File: config.mk
export PLATFORM = sky130hd
export DESIGN_NAME = uart_alu_interface
export DESIGN_NICKNAME = d
export VERILOG_FILES = /design/src/rtl/uart_alu_interface.sv
export SDC_FILE = /design/constraint.sdc
export NUM_CORES = 1
export LEC_CHECK = 0
export CAP_MARGIN = 20
export CORE_MARGIN = 2
export CORE_UTILIZATION = 39
export DETAILED_ROUTE_END_ITERATION = 12
export PLACE_DENSITY = 0.78
export SLEW_MARGIN = 5
export SYNTH_ARGS = -nofsm -noshare
export SYNTH_HDL_FRONTEND = slang
export SYNTH_SLANG_ARGS = --single-unit
File: constraint.sdc
create_clock -name CLK -period 1.3 [get_ports CLK]
set_clock_uncertainty 0.05 [all_clocks]
set_input_delay 0.26 -clock CLK [delete_from_list [all_inputs] [get_ports CLK]]
set_output_delay 0.26 -clock CLK [all_outputs]
set_load 0.01 [all_outputs]
File: src/rtl/uart_alu_interface.sv
// Frame sequencer between the UART FIFOs and the ALU: pops A, B and opcode, latches the
// ALU result, pushes it to the tx FIFO and shows it on the LEDs. Optional: UART_ALU_TIMEOUT_EN.
module uart_alu_interface #(
    parameter int N_BIT  = 8,
    parameter int N_OP   = 6,
    parameter int TO_CYC = 50000000,
    parameter int TO_BIT = 26
) (
    input  logic             CLK,
    input  logic             RESET,
    input  logic             rx_empty,
    input  logic [N_BIT-1:0] r_data,
    output logic             rd_uart,
    input  logic             tx_full,
    output logic             wr_uart,
    output logic [N_BIT-1:0] w_data,
    output logic [N_BIT-1:0] alu_a,
    output logic [N_BIT-1:0] alu_b,
    output logic [N_OP-1:0]  alu_op,
    input  logic [N_BIT-1:0] alu_result,
    output logic [N_BIT-1:0] leds,
    output logic             busy,
    output logic             err,
    output logic [2:0]       dbg_state
);

    // Handshake: rd_uart pops the rx head in the cycle it is high and is only raised
    // while rx_empty=0; wr_uart pushes w_data in the cycle it is high and is only raised
    // while tx_full=0. The two strobes live in disjoint states and never overlap.
    typedef enum logic [2:0] {
        GET_A  = 3'd0,
        GET_B  = 3'd1,
        GET_OP = 3'd2,
        EXEC   = 3'd3,
        SEND   = 3'd4
    } state_t;

    localparam logic [TO_BIT-1:0] TO_LAST = TO_BIT'(TO_CYC - 1);

    state_t state;
    state_t state_next;
    logic   in_get;
    logic   wait_mid;
    logic   timeout;

    assign in_get   = (state == GET_A) || (state == GET_B) || (state == GET_OP);
    assign wait_mid = ((state == GET_B) || (state == GET_OP)) && rx_empty;

`ifdef UART_ALU_TIMEOUT_EN
    logic [TO_BIT-1:0] to_cnt;

    // Measures the silence since the last popped byte of the current frame.
    always_ff @(posedge CLK) begin
        if (RESET || rd_uart || (state == GET_A)) begin
            to_cnt <= '0;
        end else if (wait_mid) begin
            to_cnt <= to_cnt + 1'b1;
        end
    end

    assign timeout = wait_mid && (to_cnt == TO_LAST);
`else
    // The timeout parameters are inert in this build.
    logic [TO_BIT-1:0] unused_to_last;
    assign unused_to_last = TO_LAST;
    assign timeout        = 1'b0;
`endif

    always_ff @(posedge CLK) begin
        if (RESET) begin
            state <= GET_A;
        end else begin
            state <= state_next;
        end
    end

    always_comb begin
        state_next = state;
        case (state)
            GET_A: begin
                if (!rx_empty) state_next = GET_B;
            end
            GET_B: begin
                if (!rx_empty)    state_next = GET_OP;
                else if (timeout) state_next = GET_A;
            end
            GET_OP: begin
                if (!rx_empty)    state_next = EXEC;
                else if (timeout) state_next = GET_A;
            end
            EXEC: begin
                state_next = SEND;
            end
            SEND: begin
                if (!tx_full) state_next = GET_A;
            end
            default: begin
                state_next = GET_A;
            end
        endcase
    end

    // Strobes are masked during reset so every output reads 0 while RESET is high.
    always_comb begin
        rd_uart = 1'b0;
        wr_uart = 1'b0;
        busy    = 1'b0;
        err     = 1'b0;
        if (!RESET) begin
            rd_uart = in_get && !rx_empty;
            wr_uart = (state == SEND) && !tx_full;
            busy    = (state != GET_A);
            err     = timeout;
        end
    end

    assign dbg_state = state;

    always_ff @(posedge CLK) begin
        if (RESET) begin
            alu_a  <= '0;
            alu_b  <= '0;
            alu_op <= '0;
            w_data <= '0;
            leds   <= '0;
        end else begin
            if (rd_uart) begin
                case (state)
                    GET_A:   alu_a  <= r_data;
                    GET_B:   alu_b  <= r_data;
                    GET_OP:  alu_op <= r_data[N_OP-1:0];
                    default: ;
                endcase
            end
            if (state == EXEC) begin
                w_data <= alu_result;
                leds   <= alu_result;
            end
        end
    end

endmodule

==> flow_summary.json <==
{
  "status": "finished with violations",
  "violations": "negative setup slack",
  "cts_root_buf": "clkbuf_8",
  "synth_edf_count": 0,
  "cap_violations": 0,
  "critPathBufInv": 1,
  "final_hold_viol_count": 0,
  "ys_types": 25,
  "synthTopCellsByArea": "dfxtp_1 41%, nand2b_1 13%, mux2i_1 9.9%",
  "critical_path_required_ns": 0.99,
  "async_reset_ff_share_pct": 0,
  "die_w_um": 68.4,
  "synthCells": 167,
  "path_delay_family": "flip-flops",
  "drv_slew": 0,
  "r2r_slack_ns": -0.15,
  "cpMaxStageDelayCell": "dfxtp_4",
  "drive_gt1_share_pct": 34.0,
  "netlist_area_sq_mm": 0.00162,
  "grt_max_degree": 32,
  "avgRoutedWirePerCell_um": 15.3,
  "min_period_over_period_pct": 113,
  "htree_num_levels": 2,
  "drc": 0,
  "area_growth_pct": 71.5,
  "synth-seq-area-share_pct": 40.8,
  "die-area_sq_mm": 0.00468,
  "peakVddDrop_mv": 0.726,
  "fin_area_sq_mm": 0.00278,
  "io_pins": 65,
  "cp.arrival_ns": 1.16,
  "powerDensity_mw_per_mm2": 840,
  "fp.dieH_um": 68.4,
  "end_kind": "output port",
  "synth-main-ff-cell": "dfxtp_1",
  "critPathMaxStageDelay_ns": 0.36,
  "yosys.area.top_type_share_pct": 40.8,
  "cts.sinks": 33,
  "fmax_mhz": 679,
  "wl_um": 4540,
  "worst_setup_path_start_kind": "flop",
  "rsz0062_at_grt": "true",
  "placed_area_sq_mm": 0.00236,
  "clockBufferDepth": 2,
  "layout.nets": 268,
  "gr-total-overflow": 0,
  "critPathKind": "flop to output port",
  "insertedDiodeCount": 0,
  "rows": 23,
  "grt_pass1_wl_um": 6600,
  "cts_buffers": 5,
  "cts_tree": "built",
  "grt_pass1_vias": 1364,
  "synth_nets": 187,
  "core_area_sq_mm": 0.00400,
  "grt_usage_pct": 19.4,
  "ctsHoldBuffers": 0,
  "antenna_found_initial": 0,
  "synth.most_common_cell": "nand2b_1",
  "n_fill_cell": 314,
  "period_needed_ns": 1.47,
  "hpwlAfterDp_um": 2570,
  "final-setup-viol-count": 27,
  "clk_pin_slew_worst_paths_ns": 0.07,
  "firstDrtPassIters": 4,
  "placed_cells": 275,
  "yosysWarnings": 0,
  "globalplace.congestion": 0.808,
  "crit_chain": "a2111oi_4 -> buf_2",
  "synth_commonest_cells": "34 x nand2b_1, 33 x dfxtp_1, 16 x mux2i_1, 14 x inv_1, 14 x o32ai_1",
  "ant_nets": 0,
  "leakage_nw": 1.19,
  "cp_max_fo": 4,
  "ys_ff_latch": 33,
  "dr.first_iter.drc_count": 61,
  "setup_tns_ns": -2.69,
  "viasPerCell": 4.95,
  "start_util_pct": 40.5,
  "finalNonFillerCells": 297,
  "clk-insertion-delay-late_ns": 0.27,
  "num_vias": 1471,
  "syn_area_per_cell_sq_um": 9.69,
  "hold_path_class": "flop to flop",
  "final_util_pct": 69.4,
  "io_buffers": 63,
  "yosysTopAreaCell": "dfxtp_1",
  "fin_ws_ns": -0.173
}
==> worst reg2reg max path: stages (launching register included) <==
cell and delay [ns]:
dfxtp_4 0.36, buf_4 0.14, buf_8 0.13, or3_4 0.41, buf_8 0.16, o32ai_4 0.11
==> final timing paths <==
| path | from | endpoint | cells past startpoint |
|---|---|---|---|
| max reg2reg | dbg_state[0]$_SDFFE_PP0P_ | alu_a[1]$_SDFFE_PP0P_ | 5 |
| max | dbg_state[0]$_SDFFE_PP0P_ | rd_uart | 2 |
| min reg2reg | alu_b[5]$_SDFFE_PP0P_ | alu_b[5]$_SDFFE_PP0P_ | 2 |
| min | alu_b[5]$_SDFFE_PP0P_ | alu_b[5]$_SDFFE_PP0P_ | 2 |
==> state kept, by name (all words and copies together) (netlist names) <==
name       count
dbg_state      3
alu_a          8
leds           8
alu_b          8
alu_op         6
==> per-stage QoR <==
step	power, mW	hold WS (ns)	setup slack [ns]
2_1_floorplan	1.31	0.365	-0.0167
3_3_place_gp	1.51	0.411	-0.729
3_5_place_dp	1.52	0.410	-0.732
4_1_cts	2.27	0.424	-0.213
5_1_grt	2.44	0.424	-0.231
6_report	2.33	0.421	-0.173
==> report_power, final <==
part / switching, mW / internal, mW
registers: 0.0274 / 1.05
logic: 0.239 / 0.314
clock network: 0.352 / 0.352
==> timing repair <==
| action | CTS | global route |
|---|---|---|
| hold endpoints to repair | 0 | 0 |
| gates resized for setup | 95 | 22 |
| gates cloned | 2 | 0 |
| buffers inserted | 9 | 5 |
| setup endpoints to repair | 71 | 27 |
| pin swaps | 7 | 13 |
==> layout make-up <==
| cell class | count | area (sq um) | share of cell area, % |
|---|---|---|---|
| timing repair buffer | 99 | 933 | 33.6 |
| inverter | 14 | 52.6 | 1.89 |
| clock buffer | 5 | 68.8 | 2.48 |
| sequential | 33 | 672 | 24.2 |
| tap | 50 | 62.6 | 2.25 |
| multi-input combinational | 95 | 982 | 35.4 |
| clock inverter | 1 | 5.00 | 0.180 |
==> kinds of logic after synthesis <==
family / after synthesis / synth area share (%)
DFF: 33 / 40.8
and+or+nand+nor: 60 / 27.3
buffers and inverters: 39 / 11.8
AOI/OAI and AO/OA: 18 / 9.97
other: 1 / 0.232
muxes: 16 / 9.89
==> cells in the final DEF (no fill, tap or decap), types with 2 or more instances in the layout <==
master / Yosys / layout
nand2b_1: 34 / 33
or3b_1: 4 / 2
buf_8: 0 / 5
buf_4: 11 / 19
dfxtp_4: 0 / 3
buf_6: 0 / 8
clkdlybuf4s50_1: 0 / 16
nand3b_1: 7 / 7
dlygate4sd2_1: 0 / 40
inv_1: 14 / 14
clkbuf_8: 0 / 5
dfxtp_1: 33 / 30
nor4b_4: 0 / 2
o32ai_2: 0 / 11
buf_12: 0 / 2
mux2i_1: 16 / 16
or3b_4: 0 / 6
o32ai_4: 0 / 3
buf_2: 3 / 6
==> metal layers <==
metal  wire length (um)  vias to the layer above  part of all wire (%)  global-route usage [%]
met5                  0                        -                     0                       0
li1                   -                      720                     -                       -
met2               2290                       43                    50                    33.7
met4                 31                        0                  0.68                    6.50
met3                206                        5                   4.5                    5.92
met1               2010                      703                    44                    22.4
(Power assumes the default switching activity.)
